File: src/rtl/line_follow_ctrl.sv
// Rover line-following steering controller: synchronised/debounced sensors driving an H-bridge FSM.
// Optional PWM gating of the motor command is built when LFC_PWM_EN is defined.
module line_follow_ctrl #(
  parameter int unsigned N_SENS       = 5,
  parameter int unsigned DEBOUNCE     = 4,
  parameter int unsigned LOST_TICKS   = 16,
  parameter int unsigned AVOID_TICKS  = 32,
  parameter int unsigned SEARCH_TICKS = 256,
  parameter int unsigned PWM_BITS     = 4,
  parameter int unsigned PWM_DUTY     = 12
) (
  input  logic              clk,
  input  logic              rst,
  input  logic [N_SENS-1:0] induct,
  input  logic              proxim,
  output logic [3:0]        motor_in,
  output logic [2:0]        state_o
);

  localparam int unsigned NB       = N_SENS + 1;
  localparam int unsigned CENTRE   = N_SENS / 2;
  localparam int unsigned CNT_W    = $clog2(N_SENS + 1);
  localparam int unsigned DB_W     = (DEBOUNCE > 1) ? $clog2(DEBOUNCE) : 1;
  localparam int unsigned LOST_W   = (LOST_TICKS > 1) ? $clog2(LOST_TICKS) : 1;
  localparam int unsigned AVOID_W  = (AVOID_TICKS > 1) ? $clog2(AVOID_TICKS) : 1;
  localparam int unsigned SEARCH_W = (SEARCH_TICKS > 1) ? $clog2(SEARCH_TICKS) : 1;

  localparam logic [3:0] CMD_FWD   = 4'b0110;
  localparam logic [3:0] CMD_LEFT  = 4'b1010;
  localparam logic [3:0] CMD_RIGHT = 4'b0101;
  localparam logic [3:0] CMD_STOP  = 4'b0000;

  typedef enum logic [2:0] {
    ST_FOLLOW = 3'd0,
    ST_OBST   = 3'd1,
    ST_CLEAR  = 3'd2,
    ST_SEARCH = 3'd3,
    ST_HALT   = 3'd4
  } state_t;

  if ((N_SENS % 2 == 0) || (N_SENS < 3) || (DEBOUNCE < 1) || (LOST_TICKS < 1) ||
      (AVOID_TICKS < 1) || (SEARCH_TICKS < 1) || (PWM_BITS < 1) ||
      (PWM_DUTY > (1 << PWM_BITS))) begin : g_cfg_err
    $error("line_follow_ctrl: illegal parameter set");
  end

  // Proxim rides along as the top bit so one sync/debounce path serves every input.
  logic [NB-1:0]   raw, sync1, sync2, db;
  logic [DB_W-1:0] db_cnt [NB];

  assign raw = {proxim, induct};

  always_ff @(posedge clk) begin
    if (rst) begin
      sync1 <= '0;
      sync2 <= '0;
    end else begin
      sync1 <= raw;
      sync2 <= sync1;
    end
  end

  // A bit flips only after DEBOUNCE consecutive synchronised samples disagree with it.
  always_ff @(posedge clk) begin
    if (rst) begin
      db <= '0;
      for (int unsigned i = 0; i < NB; i++) db_cnt[i] <= '0;
    end else begin
      for (int unsigned i = 0; i < NB; i++) begin
        if (sync2[i] == db[i]) begin
          db_cnt[i] <= '0;
        end else if (db_cnt[i] == DB_W'(DEBOUNCE - 1)) begin
          db[i]     <= sync2[i];
          db_cnt[i] <= '0;
        end else begin
          db_cnt[i] <= db_cnt[i] + DB_W'(1);
        end
      end
    end
  end

  logic [N_SENS-1:0] line_db;
  logic              prox_db, any_line, all_line;
  logic [CNT_W-1:0]  lc, rc;

  assign line_db  = db[N_SENS-1:0];
  assign prox_db  = db[N_SENS];
  assign any_line = |line_db;
  assign all_line = &line_db;

  always_comb begin
    lc = '0;
    rc = '0;
    for (int unsigned i = 0; i < N_SENS; i++) begin
      if (i < CENTRE)      lc = lc + CNT_W'(line_db[i]);
      else if (i > CENTRE) rc = rc + CNT_W'(line_db[i]);
    end
  end

  state_t              state_q, state_d;
  logic [3:0]          cmd_q, cmd_d, fol_cmd, search_cmd;
  logic                dir_q, dir_d, fol_dir;   // dir: 0 = left, 1 = right
  logic [LOST_W-1:0]   lost_q, lost_d;
  logic [AVOID_W-1:0]  avoid_q, avoid_d;
  logic [SEARCH_W-1:0] search_q, search_d;

  assign search_cmd = dir_q ? CMD_RIGHT : CMD_LEFT;

  // Steering decision while a line is visible; an intersection keeps the old command.
  always_comb begin
    fol_cmd = cmd_q;
    fol_dir = dir_q;
    if (!all_line) begin
      if (lc > rc) begin
        fol_cmd = CMD_LEFT;
        fol_dir = 1'b0;
      end else if (rc > lc) begin
        fol_cmd = CMD_RIGHT;
        fol_dir = 1'b1;
      end else if (any_line) begin
        fol_cmd = CMD_FWD;
      end
    end
  end

  always_comb begin
    state_d  = state_q;
    cmd_d    = cmd_q;
    dir_d    = dir_q;
    lost_d   = lost_q;
    avoid_d  = avoid_q;
    search_d = search_q;
    if (prox_db) begin
      state_d = ST_OBST;
      cmd_d   = CMD_LEFT;
    end else begin
      case (state_q)
        ST_FOLLOW: begin
          if (any_line) begin
            cmd_d  = fol_cmd;
            dir_d  = fol_dir;
            lost_d = '0;
          end else if (lost_q == LOST_W'(LOST_TICKS - 1)) begin
            state_d  = ST_SEARCH;
            search_d = '0;
            cmd_d    = search_cmd;
          end else if (lost_q != '1) begin
            lost_d = lost_q + LOST_W'(1);
          end
        end
        ST_OBST: begin
          state_d = ST_CLEAR;
          avoid_d = '0;
          cmd_d   = CMD_FWD;
        end
        ST_CLEAR: begin
          cmd_d = CMD_FWD;
          if (avoid_q == AVOID_W'(AVOID_TICKS - 1)) begin
            state_d = ST_FOLLOW;
            lost_d  = '0;
          end else if (avoid_q != '1) begin
            avoid_d = avoid_q + AVOID_W'(1);
          end
        end
        ST_SEARCH: begin
          if (any_line) begin
            state_d = ST_FOLLOW;
            lost_d  = '0;
            cmd_d   = fol_cmd;
            dir_d   = fol_dir;
          end else if (search_q == SEARCH_W'(SEARCH_TICKS - 1)) begin
            state_d = ST_HALT;
            cmd_d   = CMD_STOP;
          end else begin
            cmd_d = search_cmd;
            if (search_q != '1) search_d = search_q + SEARCH_W'(1);
          end
        end
        ST_HALT: begin
          if (any_line) begin
            state_d = ST_FOLLOW;
            lost_d  = '0;
            cmd_d   = fol_cmd;
            dir_d   = fol_dir;
          end else begin
            cmd_d = CMD_STOP;
          end
        end
        default: begin
          state_d = ST_FOLLOW;
          cmd_d   = CMD_STOP;
        end
      endcase
    end
  end

  always_ff @(posedge clk) begin
    if (rst) begin
      state_q  <= ST_FOLLOW;
      cmd_q    <= CMD_STOP;
      dir_q    <= 1'b0;
      lost_q   <= '0;
      avoid_q  <= '0;
      search_q <= '0;
    end else begin
      state_q  <= state_d;
      cmd_q    <= cmd_d;
      dir_q    <= dir_d;
      lost_q   <= lost_d;
      avoid_q  <= avoid_d;
      search_q <= search_d;
    end
  end

  assign state_o = state_q;

`ifdef LFC_PWM_EN
  localparam int unsigned PWM_W = PWM_BITS + 1;

  logic [PWM_BITS-1:0] pwm_q;
  logic [3:0]          motor_q;

  // The held command passes only during the on-portion of each PWM period.
  always_ff @(posedge clk) begin
    if (rst) begin
      pwm_q   <= '0;
      motor_q <= CMD_STOP;
    end else begin
      pwm_q   <= pwm_q + PWM_BITS'(1);
      motor_q <= ({1'b0, pwm_q} < PWM_W'(PWM_DUTY)) ? cmd_d : CMD_STOP;
    end
  end

  assign motor_in = motor_q;
`else
  assign motor_in = cmd_q;
`endif

endmodule
File: config.mk
export PLATFORM = sky130hd
export DESIGN_NAME = line_follow_ctrl
export DESIGN_NICKNAME = d
export VERILOG_FILES = /design/src/rtl/line_follow_ctrl.sv
export SDC_FILE = /design/constraint.sdc
export NUM_CORES = 1
export LEC_CHECK = 0
export ABC_AREA = 1
export CORE_UTILIZATION = 34
export DETAILED_ROUTE_END_ITERATION = 16
export PLACE_DENSITY = 0.54
export SLEW_MARGIN = 20
export SYNTH_ARGS = -nofsm -noshare
export SYNTH_HDL_FRONTEND = slang
export SYNTH_SLANG_ARGS = --single-unit
export TNS_END_PERCENT = 50
File: constraint.sdc
create_clock -name clk -period 1.8 [get_ports clk]
set_input_delay 0.45 -clock clk [delete_from_list [all_inputs] [get_ports clk]]
set_output_delay 0.45 -clock clk [all_outputs]
set_load 0.005 [all_outputs]
==> results.cfg <==
[clock_network]
clkSlewWorstSetupHoldPaths_ns = 0.11
htree_levels = 2
ctsLongestPathBuffers = 2
number_of_buffers_added_by_the_clock_tree_synthesis_step = 5
post-cts-setup-buffer-count = 0
clock_tree_from_tritoncts = built
worst_skew_pair.late_latency_ns = 0.31
clock_sink_count = 55
cts_root_buffer = sky130_fd_sc_hd__clkbuf_8

[layout]
fin_nets = 442
areaGrowthSynthToFinish_pct = 17.11
multi_input_comb_area_um2 = 1426
seqCellArea_um2 = 1230
share_of_post_route_cells_with_drive_strength_above_1_pct = 11.90
stdcell_count = 525
final.fill_count = 861
num_antenna_cells = 0
finalInstanceArea_um2 = 3332

[floorplan]
rows = 33
io-pin-count = 15
core_area_um2 = 8175
die_y_um = 93.48
die_x_um = 93.48
floorplan.initialDensity_pct = 34.80
die_area_um2 = 8739

[sta]
max_freq_ghz = 0.5796
drv_slew = 0
fin_skew_ns = 0.007786
setup_total_negative_slack_ns = 0
rsz_0062_raised_after_global_routing = true
layout_min_cycle_time_ns = 1.725
finalHoldViolations = 0
period_share_pct = 95.86
report.final.setup_viol = 0

[job]
max_cap_viol_count = 0

[synth]
synth_simple_gate_area_share_pct = 27.79
netlist-cell-type-count = 35
share_of_synthesized_cell_area_in_full_adder_half_adder_and_majority_cells_pct = 6.596
combinational_family_with_the_most_area_after_synthesis = simple AND/OR/NAND/NOR gates
synth_async_sr_flop_share_pct = 0
synth.ff_latch_count = 55
synthTopCellsByCount = sky130_fd_sc_hd__nand2_1, sky130_fd_sc_hd__nor2_1, sky130_fd_sc_hd__inv_1
synth.mux.area_fraction_pct = 0
syn_avg_cell_area_um2 = 7.448
synth_top_cell_area_share_pct = 30.26
area_fraction_in_compound_gates_after_synthesis_pct = 13.19
ys_top_cells_by_area = sky130_fd_sc_hd__dfxtp_1, sky130_fd_sc_hd__edfxtp_1, sky130_fd_sc_hd__nand2_1, sky130_fd_sc_hd__nor2_1, sky130_fd_sc_hd__inv_1
synth-seq-area-share_pct = 42.92
yosys_warnings = 0
netlist_instances = 382
primary_ff_master_synth = sky130_fd_sc_hd__dfxtp_1
synth-edff-count = 12
syn-cell-area_um2 = 2845
yosys.area_share.xor_xnor_pct = 0.6157
synth_top_area_cell = sky130_fd_sc_hd__dfxtp_1
synth_most_common_cell = sky130_fd_sc_hd__nand2_1

[drt]
antenna_left = 0
detail_route.iter0.violations = 78
vias_per_cell = 4.602
drtPass1Iterations = 4
routedWlPerCell_um = 10.39
vias = 2416
routed_wirelength_um = 5456
remaining_drc_errors = 0

[pwr]
power.switching_fraction_pct = 40.66
pwr_per_cell_area_nw_per_um2 = 1183
pwr-share-comb_pct = 41.8
power_frac_seq_pct = 39.7
design_power_total_w = 0.003941
power_switching_w = 0.001602
ir_worst_vdd_uv = 420.5
internal_power_of_the_cells_w = 0.002339
power.share.clock_pct = 18.5
power.leakage_nw = 1.454

[setup_path]
critical_path_peak_fanout = 7
cp_top_family = buffers and inverters
setup.worst_path.start_class = flip-flop
rrSetupSlack_ns = 0.20
cp_slowest_cell = sky130_fd_sc_hd__clkdlybuf4s50_1
r2r_start = avoid_q[0]
req_time_crit_path_ns = 1.35
critical_path.endpoint_type = output port
critPathArrivalTime_ns = 1.28
timing.critical_path.buf_inv = 1
critical_path.cell_chain = clkdlybuf4s50_1
critPathKind = reg2out
cpPeakStageDelay_ns = 0.53
cp_launch_point = state_o[1]

[placement]
routability_cong = 0.8038
io_buffers = 14
place_area_um2 = 3222
post-dp-hpwl_um = 4091
dpl.cell_count = 517

[grt]
globalRouteOverflowTotal = 0
first_global_vias = 2146
initial_antenna_violation_count = 0
grt_first_pass_wirelength_um = 9473
global_route.usage.total_pct = 13.54
grt_max_degree = 19

[hold_path]
holdCritPathClass = reg2reg
hold_start = sync1[5]

[status]
outcome = completed
## layout by cell type (no fill, tap or decap), drive strengths merged, types with 2 or more instances in the layout
| master | instances |
|---|---|
| nand4 | 4 |
| or2 | 2 |
| nand2 | 78 |
| o211ai | 6 |
| o21bai | 2 |
| clkbuf | 5 |
| a21oi | 37 |
| dfxtp | 43 |
| nand3 | 24 |
| o21ai | 19 |
| clkdlybuf4s50 | 14 |
| ha | 15 |
| nor2 | 63 |
| nor3 | 6 |
| buf | 11 |
| edfxtp | 12 |
| conb | 12 |
| inv | 60 |
## cells by family after synthesis
kind of cell / count (synthesis)
DFF: 55
and+or+nand+nor: 179
buffers and inverters: 64
AOI/OAI and AO/OA: 66
xor gates and xnor gates: 2
other: 1
adders and majority gates: 15
## power by group through the flow
stage	Clock, W	Sequential, W	Combinational [W]
finish	0.000729	0.00156	0.00165
global route	0.000797	0.00159	0.00188
CTS	0.000761	0.00156	0.00162
detailed placement	0	0.00159	0.00161
global placement	0	0.00158	0.00162
floorplan	0	0.00155	0.00110
## final cells by class
type                       count  share of cell area (%)
clock inverter                 3                  0.6759
timing repair buffer          25                   7.060
clock buffer                   5                   2.065
multi-input combinational    274                   42.81
inverter                      58                   6.534
tap                          105                   3.943
sequential                    55                   36.91
## final timing paths
kind,end,cells after the start
worst max-delay path,state_o[1],1
worst min-delay path,sync2[5],2
worst max register to register,lost_q[0],9
worst min register to register,sync2[5],2
## worst min-delay path, cell delays in order (launching register included)
cell                      delay [ns]
sky130_fd_sc_hd__dfxtp_1        0.31
sky130_fd_sc_hd__inv_1          0.04
sky130_fd_sc_hd__nor2_1         0.03
## routing by layer
metal  track usage, %  vias to the layer above  routed length [um]
met2            21.63                       35                2399
met1            18.52                     1081                2778
met4            3.846                        0                  63
met3            2.602                        7                 214
met5                0                        -                   0
li1                 -                     1293                   -
## through the flow
stage | worst slack [ns] | utilization, % | hold WS [ns]
after global placement | 0.1525 | 39.41 | 0.3911
final | 0.07460 | 40.76 | 0.4074
after detailed placement | 0.1139 | 39.41 | 0.3944
after CTS | 0.01357 | 40.56 | 0.4065
after floorplan | 0.3145 | - | 0.3883
after global routing | -0.007008 | 40.76 | 0.4219
## sequential cells by signal (all words and copies together), names as in the netlist
name	count
avoid_q	5
lost_q	4
dir_q	1
state_o	3
db	6
search_q	8
sync2	6
motor_in	4
sync1	6
db_cnt	12
## what timing repair did
item | 4_1_cts | 5_1_grt
endpoints found under the setup margin | 2 | 8
resized for setup | 2 | 9
hold buffers | 0 | 0
(Power assumes the default switching activity.)
